`src/rtl/debounce_pkg.sv`:
```
// Shared types and helpers for the debounce_bank slice: channel FSM state,
// counter sizing and parameter legality.
package debounce_pkg;

  typedef enum logic [1:0] {
    OFF      = 2'd0,
    OFF_2_ON = 2'd1,
    ON       = 2'd2,
    ON_2_OFF = 2'd3
  } db_state_e;

  // Width able to hold 0..max_val inclusive; never narrower than one bit.
  function automatic int unsigned cnt_width(input int unsigned max_val);
    return (max_val < 1) ? 1 : $clog2(max_val + 1);
  endfunction

  function automatic bit params_ok(input int unsigned n_ch,
                                   input int unsigned debounce_cycles,
                                   input int unsigned sync_stages,
                                   input int unsigned hold_cycles);
    return (n_ch >= 1) && (debounce_cycles >= 1) &&
           (sync_stages >= 1) && (hold_cycles >= 1);
  endfunction

endpackage

```
`src/rtl/debounce_channel.sv`:
```
// One debounce lane: optional inversion, synchroniser, OFF/ON FSM with
// confirmation counter, edge pulses and long-press hold counter.
module debounce_channel
  import debounce_pkg::*;
#(
  parameter int unsigned DEBOUNCE_CYCLES = 1000,
  parameter int unsigned SYNC_STAGES     = 2,
  parameter int unsigned HOLD_CYCLES     = 50_000_000,
  parameter logic        INVERT          = 1'b0
) (
  input  logic clk,
  input  logic rst_n,
  input  logic raw,
  output logic clean,
  output logic rise,
  output logic fall,
  output logic held
);

  localparam int unsigned CNT_W  = cnt_width(DEBOUNCE_CYCLES);
  localparam int unsigned HOLD_W = cnt_width(HOLD_CYCLES);
  localparam logic [CNT_W-1:0]  CNT_LAST = CNT_W'(DEBOUNCE_CYCLES);
  localparam logic [HOLD_W-1:0] HOLD_MAX = HOLD_W'(HOLD_CYCLES);

  logic [SYNC_STAGES-1:0] sync_q, sync_d;
  db_state_e              state_q, state_d;
  logic [CNT_W-1:0]       cnt_q, cnt_d, cnt_inc;
  logic [HOLD_W-1:0]      hold_q, hold_d;
  logic                   clean_q, clean_d;
  logic                   rise_q, rise_d;
  logic                   fall_q, fall_d;
  logic                   held_q, held_d;
  logic                   s;

  always_comb begin
    sync_d    = sync_q << 1;
    sync_d[0] = raw ^ INVERT;
  end

  assign s       = sync_q[SYNC_STAGES-1];
  assign cnt_inc = cnt_q + CNT_W'(1);

  always_comb begin
    state_d = state_q;
    cnt_d   = cnt_q;
    unique case (state_q)
      OFF: begin
        if (s) begin
          if (DEBOUNCE_CYCLES == 1) begin
            state_d = ON;
            cnt_d   = '0;
          end else begin
            state_d = OFF_2_ON;
            cnt_d   = CNT_W'(1);
          end
        end
      end
      OFF_2_ON: begin
        if (!s) begin
          state_d = OFF;
          cnt_d   = '0;
        end else if (cnt_inc == CNT_LAST) begin
          state_d = ON;
          cnt_d   = '0;
        end else begin
          cnt_d = cnt_inc;
        end
      end
      ON: begin
        if (!s) begin
          if (DEBOUNCE_CYCLES == 1) begin
            state_d = OFF;
            cnt_d   = '0;
          end else begin
            state_d = ON_2_OFF;
            cnt_d   = CNT_W'(1);
          end
        end
      end
      ON_2_OFF: begin
        if (s) begin
          state_d = ON;
          cnt_d   = '0;
        end else if (cnt_inc == CNT_LAST) begin
          state_d = OFF;
          cnt_d   = '0;
        end else begin
          cnt_d = cnt_inc;
        end
      end
      default: begin
        state_d = OFF;
        cnt_d   = '0;
      end
    endcase
  end

  // Hold count follows the registered level; held uses the next level so it
  // drops on the same edge clean falls.
  always_comb begin
    clean_d = (state_d == ON) || (state_d == ON_2_OFF);
    rise_d  = clean_d & ~clean_q;
    fall_d  = ~clean_d & clean_q;
    hold_d  = '0;
    if (clean_q) begin
      hold_d = (hold_q == HOLD_MAX) ? hold_q : hold_q + HOLD_W'(1);
    end
    held_d  = clean_d && (hold_d == HOLD_MAX);
  end

  always_ff @(posedge clk or negedge rst_n) begin
    if (!rst_n) begin
      sync_q  <= '0;
      state_q <= OFF;
      cnt_q   <= '0;
      hold_q  <= '0;
      clean_q <= 1'b0;
      rise_q  <= 1'b0;
      fall_q  <= 1'b0;
      held_q  <= 1'b0;
    end else begin
      sync_q  <= sync_d;
      state_q <= state_d;
      cnt_q   <= cnt_d;
      hold_q  <= hold_d;
      clean_q <= clean_d;
      rise_q  <= rise_d;
      fall_q  <= fall_d;
      held_q  <= held_d;
    end
  end

  assign clean = clean_q;
  assign rise  = rise_q;
  assign fall  = fall_q;
  assign held  = held_q;

endmodule

```
`src/rtl/debounce_bank.sv`:
```
// Multi-channel debouncer: N_CH independent lanes plus a registered
// any-change strobe covering every rise/fall of the previous cycle.
module debounce_bank
  import debounce_pkg::*;
#(
  parameter int unsigned     N_CH            = 10,
  parameter int unsigned     DEBOUNCE_CYCLES = 1000,
  parameter int unsigned     SYNC_STAGES     = 2,
  parameter int unsigned     HOLD_CYCLES     = 50_000_000,
  parameter logic [N_CH-1:0] INVERT_MASK     = '0
) (
  input  logic            clk,
  input  logic            rst_n,
  input  logic [N_CH-1:0] raw,
  output logic [N_CH-1:0] clean,
  output logic [N_CH-1:0] rise,
  output logic [N_CH-1:0] fall,
  output logic [N_CH-1:0] held,
  output logic            any_change
);

  if (!params_ok(N_CH, DEBOUNCE_CYCLES, SYNC_STAGES, HOLD_CYCLES)) begin : g_param_err
    $error("debounce_bank: N_CH, DEBOUNCE_CYCLES, SYNC_STAGES and HOLD_CYCLES must all be >= 1");
  end

  for (genvar i = 0; i < N_CH; i++) begin : g_ch
    debounce_channel #(
      .DEBOUNCE_CYCLES (DEBOUNCE_CYCLES),
      .SYNC_STAGES     (SYNC_STAGES),
      .HOLD_CYCLES     (HOLD_CYCLES),
      .INVERT          (INVERT_MASK[i])
    ) u_ch (
      .clk   (clk),
      .rst_n (rst_n),
      .raw   (raw[i]),
      .clean (clean[i]),
      .rise  (rise[i]),
      .fall  (fall[i]),
      .held  (held[i])
    );
  end

  logic any_change_q, any_change_d;

  always_comb begin
    any_change_d = |(rise | fall);
  end

  always_ff @(posedge clk or negedge rst_n) begin
    if (!rst_n) begin
      any_change_q <= 1'b0;
    end else begin
      any_change_q <= any_change_d;
    end
  end

  assign any_change = any_change_q;

endmodule

```
`config.mk`:
```
export PLATFORM = sky130hd
export DESIGN_NAME = debounce_bank
export DESIGN_NICKNAME = d
export VERILOG_FILES = /design/src/rtl/debounce_pkg.sv /design/src/rtl/debounce_channel.sv /design/src/rtl/debounce_bank.sv
export SDC_FILE = /design/constraint.sdc
export NUM_CORES = 1
export LEC_CHECK = 0
export BUFFER_PORTS_ARGS = -buffer_cell sky130_fd_sc_hd__clkbuf_2
export CORE_UTILIZATION = 38
export DETAILED_ROUTE_END_ITERATION = 10
export HOLD_SLACK_MARGIN = 0.12
export SLEW_MARGIN = 0
export SYNTH_ARGS = -nofsm -noshare
export SYNTH_HDL_FRONTEND = slang
export SYNTH_SLANG_ARGS = --single-unit
```
`constraint.sdc`:
```
create_clock -name clk -period 7.6 [get_ports clk]
set_input_delay 0 -clock clk [delete_from_list [all_inputs] [get_ports clk]]
set_output_delay 0 -clock clk [all_outputs]
set_load 0.005 [all_outputs]
```
## Yosys cells after proc, flatten, opt, wreduce, memory -nomap -nowiden

Cells that the tools add are included.

- Reductions and logical operators: 41
- $add $sub $neg: 20
- Mux-type cells: 150
- Equal/unequal tests: 100
- Bitwise operators: 41

Operators by type and width:

| kind | number |
|---|---|
| equality test 26 bit (second input constant) | 20 |
| two-way mux 26 bit | 20 |
| two-way mux 10 bit | 50 |
| case mux 10 bit (4 select lines) | 10 |
| adder 26 x 1 -> 26 bit (second input constant) | 10 |
| two-way mux 2 bit | 60 |
| adder 10 x 1 -> 10 bit (second input constant) | 10 |
| equality test 10 bit (second input constant) | 10 |
| equality test 2 bit (second input constant) | 40 |
| case mux 2 bit (4 select lines) | 10 |
| bitwise AND 1 bit | 20 |
| equality test 2 x 1 -> 1 bit (second input constant) | 10 |
| logical NOT 2 bit | 10 |
| != test 2 x 1 -> 1 bit (second input constant) | 10 |
| != test 2 bit (second input constant) | 10 |
| inverter 1 bit | 20 |
| AND reduction 2 bit | 10 |
| logical AND 1 bit | 10 |
| logical OR 1 bit | 10 |
| bitwise OR 10 bit | 1 |
| OR reduction 10 bit | 1 |

- Register bits after elaboration: 441
- Bits of input ports: 12

## Longest topological paths before layout

Gate-level depths: netlist of run 1.

- Depth after elaboration: 9
- Mapped depth: 10
- Gate-level depth less buffers: 9

## By module

From an unflattened synthesis of run 1, not the netlist that was laid out.

- Cells, all modules: 2,613
- Area, all modules: 24,444.7 um^2

Modules (own cells, without submodules):

| module | instances | cells an instance | area an instance (um^2) |
|---|---|---|---|
| debounce_channel at g_ch[1].u_ch ... | 8 | 262 | 2,444.8 |
| debounce_channel at g_ch[9].u_ch | 1 | 256 | 2,412.3 |
| debounce_channel at g_ch[0].u_ch | 1 | 253 | 2,406.1 |
| debounce_bank | 1 | 8 | 67.6 |

## Worst setup path before layout of run 1

OpenSTA, ideal clock, no wires.

- Path type: reg2reg
- Start: register g_ch[9].u_ch.hold_q[0]
- End: register g_ch[9].u_ch.held_q
- Required time: 7.499 ns
- Arrival: 2.615 ns
- Stages on the path, launching flop included: 10
- Library setup time: 0.101 ns
- Period minus slack after synthesis: 2.716 ns
- Setup slack: 4.884 ns
- Cell sequence: dfrtp_1 -> inv_1 -> ha_1 -> nor4b_1 -> nand4_1 -> nor4_1 -> mux2i_1 -> o2111ai_1 -> or4_1 -> nor4_1

- Cells in the longest elaborated chain, start to end: 5
- Elaborated cells between the ends (all ways): 6
- Classes of those cells: 1 x add/sub; 2 x eq/ne; 2 x mux; 1 x reduce/logical

Ends and longest elaborated chain:

| element | line | text |
|---|---|---|
| start, declared | debounce_channel.sv:28 | `logic [HOLD_W-1:0] hold_q, hold_d;` |
| start signal, assigned | debounce_channel.sv:125 | `hold_q <= hold_d;` |
| adder 26 x 1 -> 26 bit / equality test 26 bit (equally long branches) | debounce_channel.sv:106 | `hold_d = (hold_q == HOLD_MAX) ? hold_q : hold_q + HOLD_W'(1);` |
| two-way mux 26 bit (*) | debounce_channel.sv:106 |  |
| two-way mux 26 bit (*) | debounce_channel.sv:105 | `if (clean_q) begin` |
| equality test 26 bit (*) | debounce_channel.sv:108 | `held_d = clean_d && (hold_d == HOLD_MAX);` |
| logical AND 1 bit (*) | debounce_channel.sv:108 |  |
| net g_ch[9].u_ch.held_d | debounce_channel.sv:32 | `logic held_q, held_d;` |
| end signal, assigned | debounce_channel.sv:129 | `held_q <= held_d;` |
| end, declared | debounce_channel.sv:32 |  |

Mark *: on every way through the listed nets, which the timed path passes. The rest lies on a longest branch.
A chain may end at the register's enable or synchronous reset.

## Worst setup path in the final report of run 1

Same ends and word-level chain as after synthesis.

==> flow_metrics.py, run 1 <==
metrics = {
    "logic_synthesis": {
        "synthAdderAreaFrac_pct": 1.55,
        "netlist_area_um2": 24300,
        "synthCells": 2566,
        "synth_top_family_by_area": "simple AND/OR/NAND/NOR gates",
        "yosysWarnings": 0,
        "synth_area_per_cell_um2": 9.46,
        "yosys_register_bits": 441,
        "synth_ff_type": "dfrtp_1",
        "synth_xor_xnor_area_share_pct": 9.71,
        "synth-edff-count": 0,
        "async_reset_ff_share_pct": 100,
        "yosysTopAreaCell": "dfrtp_1",
        "yosysUniqueCellTypes": 81,
        "yosys.area_share.simple_pct": 29.1,
        "synth_compound_area_share_pct": 8.74,
        "synthTopCellsByArea": "dfrtp_1, xnor2_1, xor2_1",
        "synth_seq_area_share_pct": 45.5,
        "synth_nets": 2608,
        "muxShareOfSynthArea_pct": 1.53,
        "netlist.area_leader.share_pct": 45.5,
    },
    "global_routing": {
        "antenna_found_initial": 0,
        "overflow": 0,
        "grt_util_all_layers_pct": 16.5,
        "grt_pass1_wl_um": 89700,
        "grt_max_degree": 123,
        "grt_pass1_vias": 18076,
    },
    "place": {
        "dpl_cell_area_um2": 25000,
        "io_buffers": 52,
        "hpwl_um": 36600,
        "gp_congestion": 0.854,
    },
    "power_and_ir_drop": {
        "p_switching_mw": 1.10,
        "pwr_density_cell_nw_per_um2": 187,
        "p_int_mw": 3.95,
        "p_seq_share_pct": 47.7,
        "vdd_drop_max_v": 0.000148,
        "p_leak_nw": 11.1,
        "pwr-share-clk_pct": 49.3,
        "comb_power_share_pct": 3.0,
        "swShare_pct": 21.8,
    },
    "job": {
        "maxCapViolCount": 0,
    },
    "sta": {
        "tns_ns": 0,
        "finalMaxSlewViolations": 0,
        "setup_viol": 0,
        "period_needed_ns": 3.15,
        "timing.final.hold_violations": 0,
        "slew_headroom_pct": 15.7,
        "fmax_mhz": 318,
        "skew_ns": 0.0151,
        "rsz0062_at_grt": "false",
        "final.period_utilization_pct": 41.4,
        "worstMarginPinSlew_ns": 1.25,
    },
    "clock_tree": {
        "cts_tree": "yes",
        "cts_sinks": 441,
        "h-tree-depth": 2,
        "path_clk_slew_ns": 0.06,
        "clock_path_buffers": 3,
        "holdBufCountCts": 21,
        "root_buffer": "clkbuf_16",
        "post_cts_buffers": 0,
        "ctsResizeCount": 0,
        "worstSkewPairLatency_ns": 0.59,
        "cts_buffers": 50,
    },
    "route": {
        "wl_um": 52900,
        "drc": 0,
        "routedWlPerCell_um": 15.3,
        "via_per_inst": 5.37,
        "drt_iter0_drc": 1312,
        "dr.pass1.iters": 7,
        "vias": 18590,
        "antenna_left": 0,
    },
    "die": {
        "rows": 92,
        "initial_utilization_pct": 38.5,
        "die_width_um": 255,
        "die-area_um2": 64900,
        "pin_count": 53,
        "core_area_um2": 63100,
        "die_height_um": 255,
    },
    "setup_path": {
        "critPathRequiredTime_ns": 8.08,
        "end_kind": "flip-flop",
        "critPathKind": "reg2reg",
        "crit_fanout": 6,
        "crit_arrival_ns": 3.63,
        "start_kind": "flip-flop",
    },
    "finish": {
        "utilization_pct": 42.7,
        "register_area_um2": 11000,
        "fill_cells": 6106,
        "postLayoutCellArea_um2": 26900,
        "area_growth_pct": 11.0,
        "nets": 2623,
        "drive_above_1_share_pct": 6.61,
        "n_antenna_cell": 0,
        "multi_input_area_um2": 12300,
    },
    "status": {
        "status": "complete, no violations",
    },
    "min_path": {
        "min_path_type": "in2async",
    },
}
final timing paths:
check | start | end | slack (ns) | cells after the start
worst max register to register | g_ch[9].u_ch.hold_q[0] | g_ch[9].u_ch.held | 4.45 | 9
max in group asynchronous | rst_n | g_ch[7].u_ch.sync_q[1] | 5.59 | 4
worst min register to register | g_ch[7].u_ch.sync_q[0] | g_ch[7].u_ch.sync_q[1] | 0.35 | 0
worst min-delay path | rst_n | g_ch[6].u_ch.cnt_q[6] | 0.06 | 2
min in group clk | g_ch[7].u_ch.sync_q[0] | g_ch[7].u_ch.sync_q[1] | 0.35 | 0
worst max-delay path | g_ch[9].u_ch.hold_q[0] | g_ch[9].u_ch.held | 4.45 | 9
cells in the mapped netlist (all sizes together), types with 4 or more instances:
| library cell | count |
|---|---|
| a31oi | 23 |
| and3 | 40 |
| inv | 88 |
| a211oi | 6 |
| or3b | 4 |
| o22ai | 13 |
| nor4 | 69 |
| nor3 | 72 |
| nor3b | 21 |
| or4 | 20 |
| nand4 | 101 |
| xnor2 | 141 |
| dfrtp | 441 |
| or4b | 5 |
| nor2 | 215 |
| and4 | 31 |
| a211o | 6 |
| nor4b | 27 |
| nand4b | 17 |
| nor2b | 45 |
| nand3b | 12 |
| or3 | 24 |
| o31ai | 16 |
| or2 | 12 |
| a21o | 16 |
| buf | 59 |
| clkbuf | 58 |
| nand2b | 41 |
| o21ai | 113 |
| a21oi | 51 |
| a21boi | 14 |
| o21a | 18 |
| and2 | 129 |
| o211ai | 8 |
| xor2 | 128 |
| ha | 30 |
| mux2i | 36 |
| nand2 | 171 |
| nand3 | 176 |
| a22o | 15 |
| and4b | 6 |
| nor4bb | 4 |
| o2111ai | 5 |
area by class of cell:
class                      instances  share of cell area [%]
clock inverter                    18                    1.01
tap                              846                    3.93
inverter                          89                    1.24
clock buffer                      72                    5.25
timing repair buffer              80                    2.02
multi-input combinational       1919                    45.6
sequential                       441                    41.0
power groups by stage:
stage	clock [mW]	sequential [mW]	combinational, mW
after floorplan	0	2.44	0.0750
after global placement	0	2.45	0.141
after detailed placement	0	2.45	0.146
after CTS	2.59	2.41	0.156
after global routing	2.68	2.42	0.177
final	2.49	2.41	0.150
sequential cells by signal, summed over array words and instances (netlist names):
signal             cells
g_ch.u_ch.state_q     20
g_ch.u_ch.cnt_q      100
g_ch.u_ch.fall        10
g_ch.u_ch.clean       10
g_ch.u_ch.hold_q     260
g_ch.u_ch.rise        10
g_ch.u_ch.sync_q      20
any_change             1
g_ch.u_ch.held        10
cells by family after synthesis:
logic type / Yosys count
compound gates: 333
xor+xnor: 269
fa+ha+maj: 30
buf+inv: 206
flops: 441
mux: 37
simple gates: 1250
worst max-delay path: stages, from the launching register on:
cell	delay (ns)
dfrtp_1	0.44
inv_1	0.13
ha_1	0.15
nor4b_1	0.29
nand4_1	0.15
nor4_1	0.80
mux2i_1	0.29
o2111ai_1	0.11
or4_1	0.42
nor4_1	0.27
metrics by stage:
| step | power, mW | hold WS [ns] | setup slack (ns) | std cells |
|---|---|---|---|---|
| after detailed placement | 2.60 | 0.110 | 4.51 | 3354 |
| after floorplan | 2.52 | -0.296 | 4.88 | 2566 |
| after CTS | 5.15 | 0.129 | 4.45 | 3465 |
| final | 5.05 | 0.0604 | 4.45 | 3465 |
| after global placement | 2.59 | 0.110 | 4.64 | 3354 |
| after global routing | 5.27 | 0.207 | 4.10 | 3465 |
routing by layer:
layer	wire, µm	global-route usage, %	up-vias
met5	0	0	-
met3	2240	2.49	81
met2	24000	26.3	293
met1	25200	22.7	9080
met4	1520	6.09	0
li1	-	-	9136
cell usage in the layout (no fill, tap or decap), types with 20 or more instances in the layout:
cell,synthesis,routed
and3_1,40,40
nor2b_1,45,45
nand2_1,171,171
o21ai_0,113,113
nor3b_1,21,21
a21oi_1,51,51
and2_1,129,129
dfrtp_1,441,441
mux2i_1,36,36
dlygate4sd3_1,0,21
and4_1,31,31
clkbuf_2,0,51
inv_1,88,88
nor3_1,69,69
xor2_1,128,128
clkbuf_16,0,51
nor4b_1,27,27
nor2_1,214,214
ha_1,30,30
or4_1,20,20
nand2b_1,41,41
xnor2_1,141,141
nand4_1,96,96
nor4_1,58,58
or3_1,24,24
a31oi_1,23,23
nand3_1,175,175
Power figures use the tool's default switching activity.
==> run 2, diff against run 1 <==
==> constraint.sdc (replaced) <==
create_clock -name clk -period 3.1 [get_ports clk]
set_input_delay 0 -clock clk [delete_from_list [all_inputs] [get_ports clk]]
set_output_delay 0 -clock clk [all_outputs]
set_load 0.005 [all_outputs]
==> run 2 against run 1 <==
  * Sequential share of layout area decreased by 0.53 points
  * Combinational power increased to 2.6 times the previous value
  * Critical path depth decreased by 2
  * Critical path type unchanged
  * Largest cell class unchanged
==> flow_metrics.py, run 2 (same netlist as run 1, synthesis figures left out) <==
metrics = {
    "place": {
        "gp_congestion": 0.866,
        "io_buffers": 52,
        "hpwl_um": 36900,
        "dpl_cell_area_um2": 25300,
    },
    "finish": {
        "fill_cells": 6089,
        "register_area_um2": 11000,
        "regMostFlops": "g_ch.u_ch.hold_q",
        "n_antenna_cell": 0,
        "area_growth_pct": 12.5,
        "nets": 2659,
        "drive_above_1_share_pct": 8.21,
        "final_common_cell": "dfrtp_1",
        "largest_reg_flops": 260,
        "layout_common_cells": "dfrtp_1, nor2_1, nand3_1, nand2_1, xnor2_1",
        "postLayoutCellArea_um2": 27300,
        "utilization_pct": 43.3,
        "biggestRegsByFlops": "g_ch.u_ch.hold_q (260), g_ch.u_ch.cnt_q (100)",
        "multi_input_area_um2": 12300,
    },
    "sta": {
        "slew_headroom_pct": 28.7,
        "setup_viol": 0,
        "finalMaxSlewViolations": 0,
        "skew_ns": 0.0203,
        "timing.final.hold_violations": 0,
        "fmax_mhz": 348,
        "worstMarginPinSlew_ns": 1.06,
        "tns_ns": 0,
        "period_needed_ns": 2.88,
        "whs_ns": 0.343,
        "final.period_utilization_pct": 92.8,
        "rsz0062_at_grt": "false",
    },
    "die": {
        "die_width_um": 255,
        "initial_utilization_pct": 38.5,
        "die_height_um": 255,
        "die-area_um2": 64900,
        "core_area_um2": 63100,
        "pin_count": 53,
        "rows": 92,
    },
    "power_and_ir_drop": {
        "p_leak_nw": 11.3,
        "vdd_drop_max_v": 0.000376,
        "pwr_density_cell_nw_per_um2": 452,
    },
    "setup_path": {
        "crit_fanout": 8,
        "crit_chain": "nand4_1 -> nor4_2 -> nand3_1 -> xor2_1 -> nor4b_1 -> nand4_1 -> nor4_1",
        "critPathKind": "reg2reg",
        "start_kind": "flip-flop",
        "slowest_delay_ns": 0.60,
        "r2r_slack_ns": 0.22,
        "r2r_end": "g_ch[4].u_ch.held",
        "path_common_cell": "nand4_1",
        "cp_slowest_cell": "nor4_2",
        "crit_arrival_ns": 3.33,
        "r2r-start": "g_ch[4].u_ch.hold_q[5]",
        "reg2reg_depth": 7,
        "end_kind": "flip-flop",
        "critPathRequiredTime_ns": 3.55,
        "crit_start": "g_ch[4].u_ch.hold_q[5]",
    },
    "clock_tree": {
        "h-tree-depth": 2,
        "root_buffer": "clkbuf_16",
        "worstSkewPairLatency_ns": 0.60,
        "clock_path_buffers": 3,
        "path_clk_slew_ns": 0.06,
        "cts_tree": "yes",
        "cts_buffers": 51,
        "cts_sinks": 441,
    },
    "min_path": {
        "hold_start": "g_ch[9].u_ch.sync_q[0]",
        "min_path_type": "reg2reg",
        "whs_path_depth": 0,
        "holdPathEnd": "g_ch[9].u_ch.sync_q[1]",
    },
    "route": {
        "routedWlPerCell_um": 15.1,
        "wl_um": 53000,
        "vias": 18691,
        "antenna_left": 0,
        "drc": 0,
        "drt_iter0_drc": 1261,
        "dr.pass1.iters": 5,
        "via_per_inst": 5.34,
    },
    "global_routing": {
        "grt_util_all_layers_pct": 16.6,
        "grt_pass1_wl_um": 90200,
        "antenna_found_initial": 0,
        "grt_pass1_vias": 18270,
        "grt_max_degree": 90,
        "overflow": 0,
    },
    "job": {
        "maxCapViolCount": 0,
    },
    "status": {
        "status": "complete, no violations",
    },
}
[run 2: metal layers]
metal,share of wire [%],global-route usage [%],vias up
li1,-,-,9206
met3,3.6,2.29,91
met1,48,23.0,9078
met2,45,26.4,316
met4,3.1,6.36,0
met5,0,0,-
[run 2: cell type report]
type | instances | share of cell area [%]
multi-input cells | 1919 | 45.0
flip-flops and latches | 441 | 40.4
clock buffers | 67 | 5.30
well taps | 846 | 3.88
repair buffers | 115 | 3.23
inverters | 89 | 1.22
clock inverters | 24 | 0.926
[run 2: worst max-delay path, delay by kind of cell (launching register included)]
kind          cells  cell delay (ns)
xor+xnor          1             0.19
flops             1             0.49
simple gates      6             2.07
[run 2: metrics by stage]
| step | std cells | power [mW] | setup WS, ns |
|---|---|---|---|
| floorplan | 2566 | 6.17 | 0.384 |
| global placement | 3387 | 6.37 | 0.245 |
| detailed placement | 3387 | 6.38 | 0.201 |
| CTS | 3501 | 12.6 | 0.224 |
| global route | 3501 | 12.9 | 0.0208 |
| finish | 3501 | 12.3 | 0.223 |
[run 2: how the worst max path moves through the flow]
stage	to	depth (start not counted)
final	g_ch[4].u_ch.held	7
after global routing	g_ch[9].u_ch.held	9
after CTS	g_ch[9].u_ch.held	8
after detailed placement	g_ch[9].u_ch.held	8
after global placement	g_ch[4].u_ch.held	7
after floorplan	g_ch[9].u_ch.held	9
[run 2: power by group]
| part | total (mW) | switching (mW) | internal, mW |
|---|---|---|---|
| Sequential | 5.91 | 0.0907 | 5.82 |
| Clock | 6.04 | 2.43 | 3.61 |
| Combinational | 0.384 | 0.245 | 0.139 |
| Total | 12.3 | 2.76 | 9.57 |
[run 2: repair_timing]
| item | 4_1_cts | 5_1_grt |
|---|---|---|
| endpoints found under the hold margin | 451 | 0 |
| gates resized for setup | 0 | 1 |
| setup endpoints to repair | 0 | 1 |
| buffers inserted | 0 | 0 |
| hold buffers | 23 | 0 |
==> run 3, diff against run 2 <==
==> constraint.sdc (replaced) <==
create_clock -name clk -period 3.7 [get_ports clk]
set_input_delay 0 -clock clk [delete_from_list [all_inputs] [get_ports clk]]
set_output_delay 0 -clock clk [all_outputs]
set_load 0.005 [all_outputs]
==> run 3 against run 2 <==
  * Via count fell by 0.12%
  * Fmax fell by 4.0%
  * Final cell count is 0.66% lower
  * Sequential power shrank 16%
  * Sequential cell count unchanged
  * Global-route usage rose by 0.23 points
  * Highest routed layer unchanged
  * Worst hold slack better by 0.010 ns
==> flow_metrics.py, run 3 (same netlist as run 1, synthesis figures left out) <==
metrics = {
    "global_routing": {
        "use_met2_pct": 26.7,
        "met1_usage_pct": 23.3,
        "antenna_found_initial": 0,
        "met3_usage_pct": 2.92,
        "grt_max_degree": 71,
        "grt_pass1_vias": 18286,
        "grt_pass1_wl_um": 91600,
        "globalRoute.busiestLayer": "met2",
        "grt_util_all_layers_pct": 16.9,
        "overflow": 0,
    },
    "finish": {
        "nets": 2637,
        "largest_reg_flops": 260,
        "layout_common_cells": "dfrtp_1, nor2_1, nand3_1, nand2_1, xnor2_1",
        "final_common_cell": "dfrtp_1",
        "biggestRegsByFlops": "g_ch.u_ch.hold_q (260), g_ch.u_ch.cnt_q (100)",
        "regMostFlops": "g_ch.u_ch.hold_q",
        "drive_above_1_share_pct": 7.18,
        "n_antenna_cell": 0,
        "utilization_pct": 42.9,
        "finalNonFillerCells": 3478,
        "area_growth_pct": 11.5,
    },
    "die": {
        "pin_count": 53,
        "die-area_um2": 64900,
        "die_width_um": 255,
        "die_height_um": 255,
        "initial_utilization_pct": 38.5,
        "core_area_um2": 63100,
        "rows": 92,
    },
    "sta": {
        "tns_ns": 0,
        "rsz0062_at_grt": "false",
        "worstMarginPinSlew_ns": 0.920,
        "timing.final.hold_violations": 0,
        "whs_ns": 0.353,
        "slew_headroom_pct": 38.6,
        "skew_ns": 0.0221,
        "setup_viol": 0,
        "finalMaxSlewViolations": 0,
        "period_needed_ns": 3.00,
        "fmax_mhz": 334,
        "final.period_utilization_pct": 81.0,
    },
    "clock_tree": {
        "clock_path_buffers": 3,
        "root_buffer": "clkbuf_16",
        "path_clk_slew_ns": 0.06,
        "worstSkewPairLatency_ns": 0.60,
        "post_cts_buffers": 0,
        "cts_sinks": 441,
        "cts_tree": "yes",
        "ctsResizeCount": 0,
        "cts_buffers": 50,
        "h-tree-depth": 2,
    },
    "power_and_ir_drop": {
        "pwr-share-clk_pct": 48.7,
        "p_switching_mw": 2.30,
        "pwr_density_cell_nw_per_um2": 380,
        "vdd_drop_max_v": 0.000312,
        "p_leak_nw": 11.2,
        "p_int_mw": 7.99,
        "finalPower_mw": 10.3,
        "p_seq_share_pct": 48.2,
        "swShare_pct": 22.4,
        "comb_power_share_pct": 3.1,
    },
    "setup_path": {
        "end_kind": "flip-flop",
        "r2r-start": "g_ch[1].u_ch.cnt_q[0]",
        "critPathKind": "reg2reg",
        "crit_start": "g_ch[1].u_ch.cnt_q[0]",
        "crit_fanout": 12,
        "crit_arrival_ns": 3.47,
        "critPathRequiredTime_ns": 4.17,
        "start_kind": "flip-flop",
        "reg2reg_depth": 8,
    },
    "route": {
        "antenna_left": 0,
        "drt_iter0_drc": 1223,
        "routedWlPerCell_um": 15.5,
        "wl_um": 54000,
        "vias": 18668,
        "dr.pass1.iters": 5,
        "via_per_inst": 5.37,
        "drc": 0,
    },
    "status": {
        "status": "complete, no violations",
    },
    "place": {
        "hpwl_um": 37300,
        "io_buffers": 52,
        "gp_congestion": 0.886,
        "post-place-cells": 3366,
    },
    "job": {
        "maxCapViolCount": 0,
    },
    "min_path": {
        "hold_start": "g_ch[7].u_ch.sync_q[0]",
        "min_path_type": "reg2reg",
        "whs_path_depth": 0,
    },
}
[run 3: repair_timing]
action / 4_1_cts / 5_1_grt
hold buffers: 23 / 0
endpoints found under the setup margin: 0 / 0
endpoints found under the hold margin: 191 / 0
[run 3: critical path, cell delays in order (launching register included)]
cell and delay (ns):
dfrtp_1 0.43, ha_1 0.23, and2_1 0.22, and4_1 0.21, o21ai_0 0.08, a2111oi_0 0.77, a21oi_1 0.49, a21o_1 0.29
a22o_1 0.17
[run 3: final timing paths]
| kind | slack [ns] | to |
|---|---|---|
| max reg2reg | 0.70 | g_ch[1].u_ch.cnt_q[3] |
| min reg2reg | 0.35 | g_ch[7].u_ch.sync_q[1] |
| max | 0.70 | g_ch[1].u_ch.cnt_q[3] |
| max in group asynchronous | 2.47 | g_ch[0].u_ch.hold_q[15] |
| min | 0.35 | g_ch[7].u_ch.sync_q[1] |
| min in group asynchronous | 0.46 | g_ch[8].u_ch.state_q[1] |
[run 3: through the flow]
stage          worst slack [ns]  instance area (µm²)
3_3_place_gp              0.886                25200
5_1_grt                   0.355                27100
3_5_place_dp              0.727                25200
4_1_cts                   0.728                27100
6_report                  0.704                27100
2_1_floorplan             0.984                24300
[run 3: power groups by stage]
stage	clock, mW	combinational [mW]	sequential [mW]
after floorplan	0	0.154	5.02
after global placement	0	0.297	5.04
after detailed placement	0	0.308	5.04
after CTS	5.18	0.331	4.95
after global routing	5.37	0.376	4.96
final	5.01	0.320	4.96
[run 3: final cells by class]
type | count | area, µm²
Tap cell | 846 | 1060
Timing Repair Buffer | 94 | 711
Clock buffer | 72 | 1460
Inverter | 89 | 334
Clock inverter | 17 | 191
Multi-Input combinational cell | 1919 | 12300
Fill cell | 6091 | 36000
Sequential cell | 441 | 11000
[run 3: metal layers]
| metal | share of wire, % | vias up | routed length, µm |
|---|---|---|---|
| met1 | 48 | 9123 | 25700 |
| li1 | - | 9163 | - |
| met5 | 0 | - | 0 |
| met3 | 3.8 | 93 | 2040 |
| met2 | 46 | 289 | 24700 |
| met4 | 2.8 | 0 | 1510 |
